--- config.mk ---
export PLATFORM = sky130hd
export DESIGN_NAME = ddr_rd_engine
export DESIGN_NICKNAME = d
export VERILOG_FILES = /design/src/rtl/ddr_rd_engine.sv
export SDC_FILE = /design/constraint.sdc
export NUM_CORES = 1
export LEC_CHECK = 0
export BUFFER_PORTS_ARGS = -buffer_cell sky130_fd_sc_hd__buf_2
export CORE_UTILIZATION = 45
export DETAILED_ROUTE_END_ITERATION = 16
export SYNTH_ARGS = -nofsm -noshare
export SYNTH_HDL_FRONTEND = slang
export SYNTH_SLANG_ARGS = --single-unit
--- constraint.sdc ---
create_clock -name clk -period 5.3 [get_ports clk]
set_input_delay 0.53 -clock clk [delete_from_list [all_inputs] [get_ports clk]]
set_output_delay 0.53 -clock clk [all_outputs]
set_load 0.01 [all_outputs]
--- src/rtl/ddr_rd_engine.sv ---
// ddr_rd_engine: DDR read engine for one ddr2pe read port.
// Issues a strided sequence of read bursts with a cap on bursts in flight,
// and routes the returned beat stream to one of CONS_NUM buffer writers.
//
// Ports:
//   clk, rst                 clock, asynchronous active-high reset
//   start, busy, done        transfer control / status
//   conf_st_addr, conf_burst, conf_step, conf_burst_num, conf_dest
//                            transfer config, sampled on an accepted start
//   ddr_addr, ddr_size, ddr_addr_valid, ddr_addr_ready
//                            burst request channel (registered)
//   ddr_valid, ddr_ready     return-data handshake
//   cons_valid, cons_ready, cons_last
//                            per-consumer beat steering (combinational)
//
// state  | meaning
// S_IDLE | waiting for start
// S_RUN  | issuing requests and routing returned beats
// S_DONE | one-cycle completion pulse
module ddr_rd_engine #(
  parameter int DDR_ADDR_W      = 32,
  parameter int BURST_W         = 8,
  parameter int CONS_NUM        = 4,
  parameter int MAX_OUTSTANDING = 4
) (
  input  logic                        clk,
  input  logic                        rst,
  input  logic                        start,
  output logic                        busy,
  output logic                        done,
  input  logic [DDR_ADDR_W-1:0]       conf_st_addr,
  input  logic [BURST_W-1:0]          conf_burst,
  input  logic [DDR_ADDR_W-1:0]       conf_step,
  input  logic [BURST_W-1:0]          conf_burst_num,
  input  logic [$clog2(CONS_NUM)-1:0] conf_dest,
  output logic [DDR_ADDR_W-1:0]       ddr_addr,
  output logic [BURST_W-1:0]          ddr_size,
  output logic                        ddr_addr_valid,
  input  logic                        ddr_addr_ready,
  input  logic                        ddr_valid,
  output logic                        ddr_ready,
  output logic [CONS_NUM-1:0]         cons_valid,
  input  logic [CONS_NUM-1:0]         cons_ready,
  output logic                        cons_last
);

  localparam int DEST_W = $clog2(CONS_NUM);
  localparam logic [BURST_W-1:0] ONE_B   = BURST_W'(1);
  localparam logic [3:0]         MAX_OUT = 4'(MAX_OUTSTANDING);

  typedef enum logic [1:0] {S_IDLE, S_RUN, S_DONE} state_t;

  state_t                state;
  logic [BURST_W-1:0]    burst;
  logic [BURST_W-1:0]    burst_num;
  logic [DDR_ADDR_W-1:0] step;
  logic [DEST_W-1:0]     dest;
  logic [DDR_ADDR_W-1:0] next_addr;
  logic [BURST_W-1:0]    req_cnt;
  logic [BURST_W-1:0]    beat_cnt;
  logic [BURST_W-1:0]    bst_cnt;
  logic [3:0]            out_cnt;
  logic [3:0]            acc_cnt;

  logic       data_en;
  logic       sel_ready;
  logic       beat_hs;
  logic       burst_done;
  logic       addr_hs;
  logic       raise;
  logic [3:0] out_eff;

  assign data_en    = (state == S_RUN) && (acc_cnt != 4'd0);
  assign ddr_ready  = data_en && sel_ready;
  assign beat_hs    = ddr_valid && ddr_ready;
  assign cons_last  = data_en && ddr_valid && (beat_cnt == burst - ONE_B);
  assign burst_done = beat_hs && (beat_cnt == burst - ONE_B);
  assign addr_hs    = ddr_addr_valid && ddr_addr_ready;
  // A credit freed this cycle may be reused immediately, so a stalled
  // request shows up the cycle after the completing beat.
  assign out_eff    = out_cnt - 4'(burst_done);
  assign raise      = (state == S_RUN) && (!ddr_addr_valid || ddr_addr_ready) &&
                      (req_cnt < burst_num) && (out_eff < MAX_OUT);

  always_comb begin
    sel_ready  = 1'b0;
    cons_valid = '0;
    for (int i = 0; i < CONS_NUM; i++) begin
      if (dest == DEST_W'(i)) begin
        sel_ready     = cons_ready[i];
        cons_valid[i] = data_en && ddr_valid;
      end
    end
  end

  always_ff @(posedge clk or posedge rst) begin
    if (rst) begin
      state          <= S_IDLE;
      busy           <= 1'b0;
      done           <= 1'b0;
      ddr_addr_valid <= 1'b0;
      ddr_addr       <= '0;
      ddr_size       <= '0;
      burst          <= '0;
      burst_num      <= '0;
      step           <= '0;
      dest           <= '0;
      next_addr      <= '0;
      req_cnt        <= '0;
      beat_cnt       <= '0;
      bst_cnt        <= '0;
      out_cnt        <= '0;
      acc_cnt        <= '0;
    end else begin
      case (state)
        S_IDLE: begin
          done <= 1'b0;
          if (start) begin
            burst     <= conf_burst;
            burst_num <= conf_burst_num;
            step      <= conf_step;
            dest      <= conf_dest;
            ddr_size  <= conf_burst;
            beat_cnt  <= '0;
            bst_cnt   <= '0;
            acc_cnt   <= '0;
            if (conf_burst == '0 || conf_burst_num == '0) begin
              state   <= S_DONE;
              done    <= 1'b1;
              req_cnt <= '0;
              out_cnt <= '0;
            end else begin
              // First request is presented straight from the config.
              state          <= S_RUN;
              busy           <= 1'b1;
              ddr_addr_valid <= 1'b1;
              ddr_addr       <= conf_st_addr;
              next_addr      <= conf_st_addr + conf_step;
              req_cnt        <= ONE_B;
              out_cnt        <= 4'd1;
            end
          end
        end
        S_RUN: begin
          if (raise) begin
            ddr_addr_valid <= 1'b1;
            ddr_addr       <= next_addr;
            next_addr      <= next_addr + step;
            req_cnt        <= req_cnt + ONE_B;
          end else if (addr_hs) begin
            ddr_addr_valid <= 1'b0;
          end
          out_cnt <= out_cnt + 4'(raise) - 4'(burst_done);
          acc_cnt <= acc_cnt + 4'(addr_hs) - 4'(burst_done);
          if (beat_hs)
            beat_cnt <= burst_done ? '0 : beat_cnt + ONE_B;
          if (burst_done) begin
            bst_cnt <= bst_cnt + ONE_B;
            if (bst_cnt == burst_num - ONE_B) begin
              state          <= S_DONE;
              busy           <= 1'b0;
              done           <= 1'b1;
              ddr_addr_valid <= 1'b0;
            end
          end
        end
        S_DONE: begin
          state    <= S_IDLE;
          done     <= 1'b0;
          req_cnt  <= '0;
          beat_cnt <= '0;
          bst_cnt  <= '0;
          out_cnt  <= '0;
          acc_cnt  <= '0;
        end
        default: state <= S_IDLE;
      endcase
    end
  end

endmodule
==> impl_metrics.csv <==
group,metric,value,unit
yosys,yosysWarnings,0,
worst_setup_path,crit_type,"flop to flop",
clock_tree,htree_levels,4,
pwr,leakage,5.60,nW
pwr,worst_ir_drop_vdd,0.254,mV
yosys,synth-seq-area-share,0.347,
yosys,synth-main-ff-cell,"dfrtp_1",
routing,wl_per_cell,17.0,µm
clock_tree,cts_tree,"built",
yosys,synthArstFlopShare,1.00,
floorplan,core,0.0236,mm²
routing,drt-total-wl,28000,µm
clock_tree,ctsRootBufferMaster,"clkbuf_16",
routing,first_pass_iters,5,
cells_and_area,fin_cells,1643,
timing,finClkSkew,0.0103,ns
routing,vias,9311,
global_routing,overflow,0,
worst_setup_path,r2r_slack,1.15,ns
timing,setup_tns,0,ns
timing,fin_ws,1.15,ns
cells_and_area,nets,1493,
yosys,ys_types,73,
floorplan,fp-row-count,56,
timing,rsz0062_at_grt,"no",
worst_setup_path,start_kind,"flop",
yosys,synth_edf_count,0,
global_routing,grt_pass1_wl,45600,µm
placement,numPortBuffers,139,
timing,min_period,4.15,ns
clock_tree,hold_buffers,0,
clock_tree,worstSkewPairLatency,0.43,ns
worst_setup_path,critPathMaxFanout,37,
clock_tree,clk_pin_slew,0.07,ns
clock_tree,clk_path_buf_depth,2,
global_routing,grt_pass1_vias,8831,
floorplan,io_pins,140,
floorplan,dieHeight,157,µm
timing,report.final.hold_viol_count,0,
yosys,ys_seq_elements,151,
yosys,synth_nets,1372,
global_routing,grt_usage,0.235,
pwr,design_power_total,7.48,mW
clock_tree,cts_resized,0,
timing,setup_viol,0,
routing,drtAntennaViolNets,0,
status,status,"complete, no violations",
placement,routabilityCongestion,0.835,
routing,drt_iter0_drc,522,
placement,place_area,0.0119,mm²
job,cap_violations,0,
placement,dp.cells,1610,
routing,drc_errors,0,
cells_and_area,n_fill_cell,2222,
worst_setup_path,cp_data_required_time,5.64,ns
cells_and_area,syn2layout_area_growth,14.4,%
timing,tightest_slew,0.888,ns
clock_tree,postCtsSetupRepairBufs,0,
worst_setup_path,r2r_cells,15,
global_routing,antenna_found_initial,2,
cells_and_area,fin_util,0.527,
yosys,synthCells,1189,
worst_setup_path,cp_data_arrival_time,4.49,ns
placement,hpwl,20400,µm
pwr,powerDensity,601,mW/mm²
timing,relSlewSlack,0.408,
clock_tree,cts.sinks,151,
yosys,synthesis.area,0.0109,mm²
yosys,synth.avg_cell_area,9.15,µm²
min_path,min_path_type,"input port to asynchronous set/reset pin",
routing,via_per_inst,5.67,
worst_setup_path,end_kind,"flop",
cells_and_area,fin_area,0.0124,mm²
global_routing,grt_max_degree,97,
timing,fin_crit_sh,0.784,
placement,dp_slack,1.20,ns
clock_tree,cts_buffers,17,
floorplan,initial_core_util,0.461,
floorplan,dieArea,0.0248,mm²
timing,holdWs,0.160,ns
timing,slew_violations,0,
floorplan,die_w,157,µm
cells_and_area,drive_gt1_frac,0.184,
timing,fmax,241,MHz
[area by class of cell]
cell class / instances / area [µm²] / share of cell area
Antenna cell: 1 / 2.50 / 0.000201
Clock buffer: 18 / 439 / 0.0353
Clock inverter: 14 / 116 / 0.00935
Inverter: 49 / 189 / 0.0152
Multi-Input combinational cell: 944 / 6750 / 0.542
Sequential cell: 151 / 3780 / 0.304
Tap cell: 319 / 399 / 0.0321
Timing Repair Buffer: 147 / 768 / 0.0617
[synth_stat cells, drive strengths merged, types with 30 or more instances]
master  number  area share
dfrtp      151        0.35
a21oi      126       0.058
nor2       117       0.040
ha          88        0.10
nand2       62       0.021
o21ai       61       0.028
mux2        52       0.054
inv         49       0.017
xnor2       46       0.037
mux2i       39       0.036
a21o        38       0.026
xor2        35       0.028
nand3       32       0.015
clkbuf      30       0.010
[cell usage in the layout, fill, tap and decap left out, types with 5 or more instances in the layout]
| master | instances |
|---|---|
| xor2_1 | 35 |
| mux2i_1 | 39 |
| buf_4 | 7 |
| inv_6 | 6 |
| o21bai_1 | 11 |
| xnor2_1 | 46 |
| a21o_1 | 38 |
| nand2_1 | 61 |
| a31oi_1 | 21 |
| nor2_1 | 117 |
| or4_1 | 5 |
| nand4_1 | 17 |
| ha_1 | 87 |
| nand3_1 | 32 |
| o21ai_0 | 54 |
| a21boi_0 | 6 |
| nor3b_1 | 5 |
| mux2_2 | 51 |
| and3_1 | 12 |
| or3_1 | 8 |
| nor3_1 | 18 |
| o31ai_1 | 5 |
| o21ai_1 | 7 |
| inv_1 | 48 |
| nor4_1 | 8 |
| o22ai_1 | 5 |
| nand2b_1 | 11 |
| o21a_1 | 13 |
| dfrtp_1 | 151 |
| a211oi_1 | 11 |
| a21oi_1 | 126 |
| clkbuf_16 | 17 |
| o211ai_1 | 8 |
| nor2b_1 | 15 |
| buf_2 | 139 |
[final timing paths]
check | from | end
max reg2reg | state[1] | out_cnt[2]
max | state[1] | out_cnt[2]
min in group clk | conf_dest[0] | dest[0]
max in group asynchronous | rst | step[28]
min reg2reg | step[18] | step[18]
min | rst | ddr_addr[18]
[worst max-delay path, cell delays in order (launching register included)]
cell	delay (ns)
dfrtp_1	0.40
inv_1	0.11
ha_4	0.46
o311a_1	0.30
nand2_1	0.25
nor3_1	0.29
a31oi_1	0.13
nand4bb_1	0.34
or2_1	0.44
ha_1	0.34
inv_1	0.04
ha_1	0.20
fa_1	0.38
xnor2_1	0.17
nand2_1	0.07
o22ai_1	0.13
[sequential cells by signal, summed over array words and instances, names as in the netlist]
| signal | cells |
|---|---|
| ddr_addr_valid | 1 |
| step | 32 |
| beat_cnt | 8 |
| req_cnt | 8 |
| next_addr | 32 |
| busy | 1 |
| done | 1 |
| ddr_addr | 32 |
| dest | 2 |
| state | 2 |
| burst | 8 |
| out_cnt | 4 |
| acc_cnt | 4 |
| burst_num | 8 |
| bst_cnt | 8 |
[where the power goes]
group / total (mW) / internal, mW / switching (mW)
sequential: 2.02 / 1.63 / 0.393
clock: 1.18 / 0.623 / 0.556
combinational: 4.28 / 1.84 / 2.44
[metal layers]
metal | vias to the layer above | GRT usage | share of wire
met5 | - | 0 | 0.00047
met4 | 2 | 0.0601 | 0.010
met3 | 22 | 0.0358 | 0.045
met2 | 221 | 0.354 | 0.43
met1 | 4468 | 0.348 | 0.51
li1 | 4598 | - | -
[cells by family after synthesis]
logic type      count (synthesis)  synth area share
compound gates                354             0.209
xor+xnor                       81            0.0652
fa+ha+maj                      92             0.109
buf+inv                        94            0.0334
flops                         151             0.347
mux                            92            0.0918
simple gates                  325             0.145
Note: power is estimated with default switching activity, not from simulation.
